--- src/rtl/branch_resolver.sv ---
// Execute-stage branch resolver: decodes funct3 against the comparator flags and registers a one-cycle redirect/flush on
// mispredict. It also keeps a 2-bit BHT for fetch and saturating branch/mispredict counters.
module branch_resolver #(
  parameter int XLEN      = 32,
  parameter int BHT_IDX_W = 4,
  parameter int CNT_W     = 32
) (
  input  logic             clk,
  input  logic             reset,
  input  logic             br_valid,
  output logic             br_ready,
  input  logic [2:0]       br_funct3,
  input  logic [XLEN-1:0]  br_pc,
  input  logic [XLEN-1:0]  br_imm,
  input  logic             br_pred_taken,
  output logic             BrUn,
  input  logic             BrLT,
  input  logic             BrEq,
  output logic             redirect_valid,
  output logic [XLEN-1:0]  redirect_pc,
  output logic             flush,
  output logic             br_illegal,
  input  logic [XLEN-1:0]  lookup_pc,
  output logic             lookup_taken,
  output logic [CNT_W-1:0] branch_count,
  output logic [CNT_W-1:0] mispredict_count
);

  localparam int BHT_N = 1 << BHT_IDX_W;

  logic             redirect_valid_q, redirect_valid_d;
  logic [XLEN-1:0]  redirect_pc_q, redirect_pc_d;
  logic             br_illegal_q, br_illegal_d;
  logic [CNT_W-1:0] branch_count_q, branch_count_d;
  logic [CNT_W-1:0] mispredict_count_q, mispredict_count_d;
  logic [1:0]       bht_q [BHT_N];
  logic [1:0]       bht_d [BHT_N];

  logic                 accept;
  logic                 legal;
  logic                 taken;
  logic                 mispredict;
  logic [XLEN-1:0]      target;
  logic [XLEN-1:0]      fallthrough;
  logic [BHT_IDX_W-1:0] upd_idx;
  logic [BHT_IDX_W-1:0] lk_idx;
  logic [1:0]           upd_ctr;
  logic                 unused_lookup_bits;

  // Handshake: a branch is consumed on any posedge where br_valid && br_ready; the source must hold br_valid and its
  // operands stable until then. br_ready drops only for the single bubble cycle in which a redirect is being presented.
  assign br_ready = !redirect_valid_q;
  assign accept   = br_valid && br_ready;

  assign BrUn    = br_funct3[1];
  assign upd_idx = br_pc[BHT_IDX_W+1:2];
  assign lk_idx  = lookup_pc[BHT_IDX_W+1:2];
  assign upd_ctr = bht_q[upd_idx];

  // Prediction reads the registered table, so a same-index update this cycle is not visible until the next one.
  assign lookup_taken       = bht_q[lk_idx][1];
  assign unused_lookup_bits = ^{lookup_pc[XLEN-1:BHT_IDX_W+2], lookup_pc[1:0]};

  always_comb begin
    taken = 1'b0;
    legal = 1'b1;
    case (br_funct3)
      3'b000:  taken = BrEq;
      3'b001:  taken = !BrEq;
      3'b100:  taken = BrLT;
      3'b101:  taken = !BrLT;
      3'b110:  taken = BrLT;
      3'b111:  taken = !BrLT;
      default: legal = 1'b0;
    endcase
    mispredict  = taken != br_pred_taken;
    target      = br_pc + br_imm;
    fallthrough = br_pc + XLEN'(4);
  end

  always_comb begin
    redirect_valid_d   = 1'b0;
    redirect_pc_d      = redirect_pc_q;
    br_illegal_d       = 1'b0;
    branch_count_d     = branch_count_q;
    mispredict_count_d = mispredict_count_q;
    for (int i = 0; i < BHT_N; i++) begin
      bht_d[i] = bht_q[i];
    end
    if (accept) begin
      if (legal) begin
        if (branch_count_q != '1) begin
          branch_count_d = branch_count_q + CNT_W'(1);
        end
        if (mispredict) begin
          redirect_valid_d = 1'b1;
          redirect_pc_d    = taken ? target : fallthrough;
          if (mispredict_count_q != '1) begin
            mispredict_count_d = mispredict_count_q + CNT_W'(1);
          end
        end
        if (taken) begin
          if (upd_ctr != 2'b11) bht_d[upd_idx] = upd_ctr + 2'b01;
        end else begin
          if (upd_ctr != 2'b00) bht_d[upd_idx] = upd_ctr - 2'b01;
        end
      end else begin
        br_illegal_d = 1'b1;
      end
    end
  end

  always_ff @(posedge clk) begin
    if (reset) begin
      redirect_valid_q   <= 1'b0;
      redirect_pc_q      <= '0;
      br_illegal_q       <= 1'b0;
      branch_count_q     <= '0;
      mispredict_count_q <= '0;
      for (int i = 0; i < BHT_N; i++) begin
        bht_q[i] <= 2'b01;
      end
    end else begin
      redirect_valid_q   <= redirect_valid_d;
      redirect_pc_q      <= redirect_pc_d;
      br_illegal_q       <= br_illegal_d;
      branch_count_q     <= branch_count_d;
      mispredict_count_q <= mispredict_count_d;
      for (int i = 0; i < BHT_N; i++) begin
        bht_q[i] <= bht_d[i];
      end
    end
  end

  assign redirect_valid   = redirect_valid_q;
  assign flush            = redirect_valid_q;
  assign redirect_pc      = redirect_pc_q;
  assign br_illegal       = br_illegal_q;
  assign branch_count     = branch_count_q;
  assign mispredict_count = mispredict_count_q;

endmodule

--- config.mk ---
export PLATFORM = sky130hd
export DESIGN_NAME = branch_resolver
export DESIGN_NICKNAME = d
export VERILOG_FILES = /design/src/rtl/branch_resolver.sv
export SDC_FILE = /design/constraint.sdc
export NUM_CORES = 1
export LEC_CHECK = 0
export ABC_AREA = 0
export CORE_UTILIZATION = 50
export CTS_CLUSTER_DIAMETER = 80
export DETAILED_ROUTE_END_ITERATION = 12
export PLACE_DENSITY = 0.79
export SLEW_MARGIN = 5
export SYNTH_ARGS = -nofsm -noshare
export SYNTH_HDL_FRONTEND = slang
export SYNTH_SLANG_ARGS = --single-unit
--- constraint.sdc ---
create_clock -name clk -period 5.45 [get_ports clk]
set_input_delay 1.635 -clock clk [delete_from_list [all_inputs] [get_ports clk]]
set_output_delay 1.635 -clock clk [all_outputs]
set_load 0.05 [all_outputs]
==> key figures, run 1 <==
Worst setup path
  • Flop2flop setup slack: around 2.5 ns
  • Max FO, Critical Path: 4
  • CP arrival: around 3.5 ns
  • Critical path, cell by cell: clkdlybuf4s50_1, mux4_2, mux4_2, buf_4
  • CP max stage delay: roughly 0.61 ns
  • Crit path from: lookup_pc[2]
  • Largest delay share family, worst path: multiplexers
  • CP dominant cell by count: mux4_2
  • Startpoint Class: input port
  • Critical Path Slowest Stage Cell: clkdlybuf4s50_1
  • Worst path bufs/invs: 2
  • CP Class: in2out
  • Setup crit end kind: output pin
  • Required @ worst endpoint: approximately 3.8 ns

Status
  • Outcome: finished, final reports clean

Clock network
  • Total CTS buffers: 17
  • Post-CTS Resized: 0
  • CTS tree: built
  • Sink Count: between 100 and 150
  • Clock-pin slew on the worst setup and hold paths: 0.06 ns
  • Longest Clk Path Bufs: 2
  • H-tree depth: 4
  • Clock latency on the worst-skew pair: roughly 0.43 ns
  • CTS root buffer: clkbuf_16
  • Post-CTS setup repair buffer count: 0
  • Cts hold-fix bufs: 0

Drt
  • TritonRoute pass-1 iters: 5
  • Via count: between 8000 and 9000
  • Post-route ant nets: 0
  • Avg WL per Cell: 16.83 microns
  • Initial DRC Count: between 600 and 700
  • Vias/cell: ~5.9
  • Final wirelength: between 20000 and 25000 microns
  • Drt drc: 0

Timing
  • Period Utilization, post-route: between 90 and 100%
  • PnR worst setup slack: 0.3551 ns
  • Slew Viols, Final: 0
  • Skew final: 0.01319 ns
  • RSZ-0062 raised after global routing: false
  • Setup TNS: 0 ns
  • Hold Violations, Final: 0
  • Post-layout min period: 5.095 ns
  • Tightest Pin Transition: about 1.2 ns
  • Fmax: slightly below 200 MHz
  • Finish-stage setup viols: 0
  • Relative slew slack: between 15 and 20%

Place
  • Post-DP HPWL: about 19000 microns
  • Post-DP Area: 10560 sq um
  • DP Worst Slack: about 0.26 ns
  • GPL Wtd Cong: around 0.97
  • I/O Buffers: ~180

Power
  • Switching share of power: 31.31%
  • Clock Power Share: 39.8%
  • Gate power share: 23.5%
  • Internal: ~1.9 mW
  • Pwr dens: 245.4 nW/um^2
  • Worst VDD drop: approximately 0.25 mV
  • Switch Pwr: approximately 0.85 mW
  • Reg power frac: a little under two fifths
  • LEAKAGE: roughly 4.1 nW

Final layout
  • Fin area: ~11000 sq um
  • Share of cells above drive strength 1: 7.235%
  • Final net count: 1377
  • Area of the multi-input gates: approximately 5700 sq um
  • Register area: 2603 sq um
  • Area added between synthesis and finish: 29.07%
  • Most frequent cells in the layout: clkdlybuf4s50_1, nor2_1, dfxtp_1
  • Most common cell after layout, fill and taps aside: clkdlybuf4s50_1
  • # fillers: roughly 1500

GRT
  • First-pass GRT wire length: between 30000 and 40000 microns
  • Vias in the first global route: ~8000
  • GR Util All Layers: between 20% and 30%
  • GR Overflow Total: 0
  • Maximum number of pins on one net before global-route repair: ~100
  • Antenna violations before repair: 0

Die
  • Core outline area: ~17000 sq um
  • Row count: 47
  • Die width: approximately 130 microns
  • I/O Pins: 207
  • Die ar.: 17760 sq um
  • Height of the die: roughly 130 microns
  • Starting Density: roughly half

Synthesis
  • Yosys reg bits: 130
  • Largest area contributor in the netlist: dfxtp_1
  • Sequential share of the synthesized area: between 30% and 40%
  • Avg Synthesized Cell Area: approximately 8 sq um
  • Yosys Warn Count: 0
  • Synthesized Nets: approximately 1200
  • Post-synthesis cell area: 8618 sq um
  • Top cell type's share of synthesized area: between 30% and 40%
  • Synth cell types: 74
  • Largest cells by area after synthesis: dfxtp_1, nor2_1, ha_1
  • Synth async-reset ratio: 0%
  • Post-synth EDFFs: 0
  • Mapped Cells: between 1000 and 1500
  • Ys flop type: dfxtp_1

Min path
  • Hold WC Path Type: reg2reg
  • Hold Startpoint: redirect_pc[7]$_SDFFE_PP0P_

Job
  • Max-Cap Viols: 0
## synth_stat cells (4+ instances only)
master,n
nor2b_1,8
o211ai_1,21
nand2b_1,5
dfxtp_1,130
and4_1,13
nor3b_1,4
clkbuf_1,56
nor3_1,45
o21bai_1,5
nand2_1,116
mux4_2,14
a221oi_1,5
or2_2,4
nor4_1,12
a21oi_1,73
xnor2_1,52
a21o_1,21
nand4_1,32
and2_1,14
inv_1,19
and3_1,21
a211oi_1,12
nor4_2,6
o21a_1,5
xor2_1,46
a311oi_1,5
nor2_1,137
o21ai_0,39
a31oi_1,8
nand3_1,37
or3_1,7
ha_1,39
## power by group through the flow
stage / Sequential [mW] / Combinational [mW] / Clock, mW
2_1_floorplan: 1.10 / 0.323 / 0
3_3_place_gp: 1.02 / 0.626 / 0
3_5_place_dp: 1.02 / 0.631 / 0
4_1_cts: 1.00 / 0.634 / 1.10
5_1_grt: 1.00 / 0.689 / 1.15
6_report: 1.00 / 0.642 / 1.09
## path summary, 6_finish.rpt
kind	end	cells past startpoint
setup / recovery	lookup_taken	4
hold / removal	redirect_pc[7]$_SDFFE_PP0P_	2
setup reg to reg	flip-flop	11
hold reg to reg	redirect_pc[7]$_SDFFE_PP0P_	2
## area by class of cell
class	instances	share of cell area [%]
Sequential cell	130	23.40
Timing Repair Buffer	198	17.32
Inverter	20	0.6749
Antenna cell	1	0.02250
Clock buffer	19	4.072
Multi-Input combinational cell	865	51.06
Clock inverter	12	0.9786
Tap cell	220	2.475
## metal layers
layer,GRT usage (%),vias to the layer above,wire (microns)
li1,-,4221,-
met1,37.68,4050,11110
met2,44.99,346,11380
met3,3.919,38,1583
met4,10.92,0,585
met5,0,-,0
## cells by family after synthesis
logic type,Yosys count,synth area share [%]
AND/OR/NAND/NOR,471,27.12
AO/OA/AOI/OAI,233,17.83
flip-flops,130,30.20
XOR/XNOR,101,10.66
buffers and inverters,84,3.905
adder cells (fa/ha/maj),40,5.894
multiplexers,20,4.399
## worst min-delay path, cell delays in order, from the launching register on
cell	delay (ns)
dfxtp_1	0.31
nand2_1	0.05
a21oi_1	0.05
## per-stage QoR
step                      power (mW)  util [%]  cells  hold WS, ns
after floorplan                1.428         -   1079       0.4497
after global placement         1.648     63.22   1433       0.4490
after detailed placement       1.653     63.22   1433       0.4543
after CTS                      2.737     66.59   1464       0.4628
after global routing           2.839     66.59   1464       0.4861
final                          2.729     66.60   1465       0.4573
(Power assumes the default switching activity.)
==> inputs of run 2 (changes only) <==
--- a/config.mk
+++ b/config.mk
@@ -6,10 +6,12 @@
 export NUM_CORES = 1
 export LEC_CHECK = 0
 export ABC_AREA = 0
+export CORE_MARGIN = 1.5
 export CORE_UTILIZATION = 50
 export CTS_CLUSTER_DIAMETER = 80
 export DETAILED_ROUTE_END_ITERATION = 12
 export PLACE_DENSITY = 0.79
+export SKIP_CTS_REPAIR_TIMING = 1
 export SLEW_MARGIN = 5
 export SYNTH_ARGS = -nofsm -noshare
 export SYNTH_HDL_FRONTEND = slang
==> key figures, run 2 (synthesis gave the netlist of run 1 again) <==
Final layout
  • Area added between synthesis and finish: 30.10%
  • Most common cell after layout, fill and taps aside: clkdlybuf4s50_1
  • Most frequent cells in the layout: clkdlybuf4s50_1, nor2_1, dfxtp_1
  • Final net count: 1378 (+0.073%)
  • Antenna diodes: 0 (-1)
  • Share of cells above drive strength 1: 7.235% (unchanged)
  • Register area: 2603 sq um (unchanged)
  • Non-filler instance count after layout: 1464 (-0.068%)
  • Area of the multi-input gates: 5679 sq um (unchanged)
  • # fillers: 1416 (-2.5%)

Clock network
  • Clock-pin slew on the worst setup and hold paths: 0.06 ns (about the same)
  • Sink Count: 130 (unchanged)
  • Clock latency on the worst-skew pair: 0.42 ns (about the same)
  • Longest Clk Path Bufs: 2 (unchanged)
  • Total CTS buffers: 17 (unchanged)
  • CTS tree: built
  • CTS root buffer: clkbuf_16
  • H-tree depth: 4 (unchanged)

Die
  • Die ar.: 18030 sq um (+1.5%)
  • Starting Density: 51.60% (unchanged)
  • Row count: 47 (unchanged)
  • Core outline area: 16700 sq um (unchanged)
  • Die width: 134.3 microns (+0.75%)
  • Height of the die: 134.3 microns (+0.75%)
  • I/O Pins: 207 (unchanged)

Power
  • Worst VDD drop: 0.2129 mV (-15%)
  • LEAKAGE: 4.114 nW (+1.1%)
  • Pwr dens: 259.3 nW/um^2 (+5.7%)

Drt
  • Initial DRC Count: 706 (+14%)
  • Vias/cell: 5.962 (+0.91%)
  • TritonRoute pass-1 iters: 5 (unchanged)
  • Avg WL per Cell: 17.42 microns (+3.5%)
  • Via count: 8728 (+0.84%)
  • Final wirelength: 25500 microns (+3.4%)
  • Drt drc: 0 (unchanged)
  • Post-route ant nets: 0 (unchanged)

Place
  • Placed cells: 1434 (+0.070%)
  • GPL Wtd Cong: 0.9822 (+1.1%)
  • I/O Buffers: 178 (unchanged)
  • Post-DP HPWL: 18990 microns (+2.1%)

Min path
  • Hold WC Path Type: reg2reg

GRT
  • First-pass GRT wire length: 40660 microns (+2.9%)
  • Vias in the first global route: 8127 (+2.7%)
  • Antenna violations before repair: 0 (unchanged)
  • GR Overflow Total: 0 (unchanged)
  • Maximum number of pins on one net before global-route repair: 95 (-3.1%)
  • GR Util All Layers: 28.11% (+0.21 points)

Worst setup path
  • Required @ worst endpoint: 3.82 ns (about the same)
  • Max FO, Critical Path: 4 (unchanged)
  • CP arrival: 3.53 ns (+0.07 ns)
  • Reg2reg end: bht_q[4][1]$_SDFFE_PP0P_
  • Setup crit end kind: output pin
  • Worst setup endpoint: lookup_taken
  • R2R cell count: 11 (unchanged)
  • Flop2flop setup slack: 2.45 ns (about the same)
  • CP Class: in2out
  • Startpoint Class: input port
  • Crit path from: lookup_pc[2]

Timing
  • Skew final: 0.01095 ns (-0.002239 ns)
  • Fmax: 193.5 MHz (-1.4%)
  • Slew Viols, Final: 0 (unchanged)
  • RSZ-0062 raised after global routing: false
  • Post-layout min period: 5.167 ns (+0.07197 ns)
  • Finish-stage setup viols: 0 (unchanged)
  • Relative slew slack: 15.87% (-1.1 points)
  • Period Utilization, post-route: 94.80% (+1.3 points)
  • WHS: 0.4604 ns (+0.003185 ns)
  • Setup TNS: 0 ns (unchanged)
  • Hold Violations, Final: 0 (unchanged)
  • Tightest Pin Transition: 1.252 ns (+0.01674 ns)

Job
  • Max-Cap Viols: 0 (unchanged)

Status
  • Outcome: finished, final reports clean
## run 2: cell types whose count changed in the layout (fill, tap and decap cells not counted), sizes merged
cell and delta:
diode -1, bufinv +4, clkinvlp -1, buf +1
clkinv -3, clkbuf -1
## run 2: cell type report
class                      count  area share (%)
clock inverter                12           1.841
multi-input combinational    865           50.65
timing repair buffer         199           17.25
inverter                      20          0.6696
sequential                   130           23.21
clock buffer                  18           3.917
tap                          220           2.455
## run 2: per-stage QoR
step / total power, mW / util, % / cell area [sq um] / setup WS (ns)
after detailed placement: 1.654 / 63.27 / 10570 / 0.2366
final: 2.908 / 67.13 / 11210 / 0.2832
after CTS: 2.915 / 67.13 / 11210 / 0.2802
after global routing: 3.012 / 67.13 / 11210 / 0.2363
after global placement: 1.650 / 63.27 / 10570 / 0.3043
after floorplan: 1.428 / - / 8618 / 1.003
## run 2: power by group
| part | total (mW) | leakage (nW) | internal [mW] | switching (mW) |
|---|---|---|---|---|
| Clock | 1.26 | 0.312 | 0.822 | 0.440 |
| Combinational | 0.644 | 2.75 | 0.246 | 0.398 |
| Sequential | 1.00 | 1.05 | 0.981 | 0.0211 |
## run 2: critical path, cell delays in order
cell and delay (ns):
clkdlybuf4s50_1 0.66, mux4_2 0.57, mux4_2 0.46, buf_4 0.20
## run 2: metal layers
metal,part of all wire (%),wire [microns],GRT usage [%]
met5,0,0,0
met3,7.6,1937,5.102
met4,2.2,550,10.87
met2,47,11930,45.95
met1,43,11080,36.88
## run 2: worst min-delay path by stage
stage,start,endpoint,slack (ns),depth (start not counted)
floorplan,flip-flop,flip-flop,0.45,2
global route,redirect_pc[21]$_SDFFE_PP0P_,redirect_pc[21]$_SDFFE_PP0P_,0.48,2
global placement,redirect_pc[7]$_SDFFE_PP0P_,redirect_pc[7]$_SDFFE_PP0P_,0.45,2
detailed placement,redirect_pc[4]$_SDFFE_PP0P_,redirect_pc[4]$_SDFFE_PP0P_,0.45,2
CTS,redirect_pc[4]$_SDFFE_PP0P_,redirect_pc[4]$_SDFFE_PP0P_,0.46,2
finish,redirect_pc[4]$_SDFFE_PP0P_,redirect_pc[4]$_SDFFE_PP0P_,0.46,2
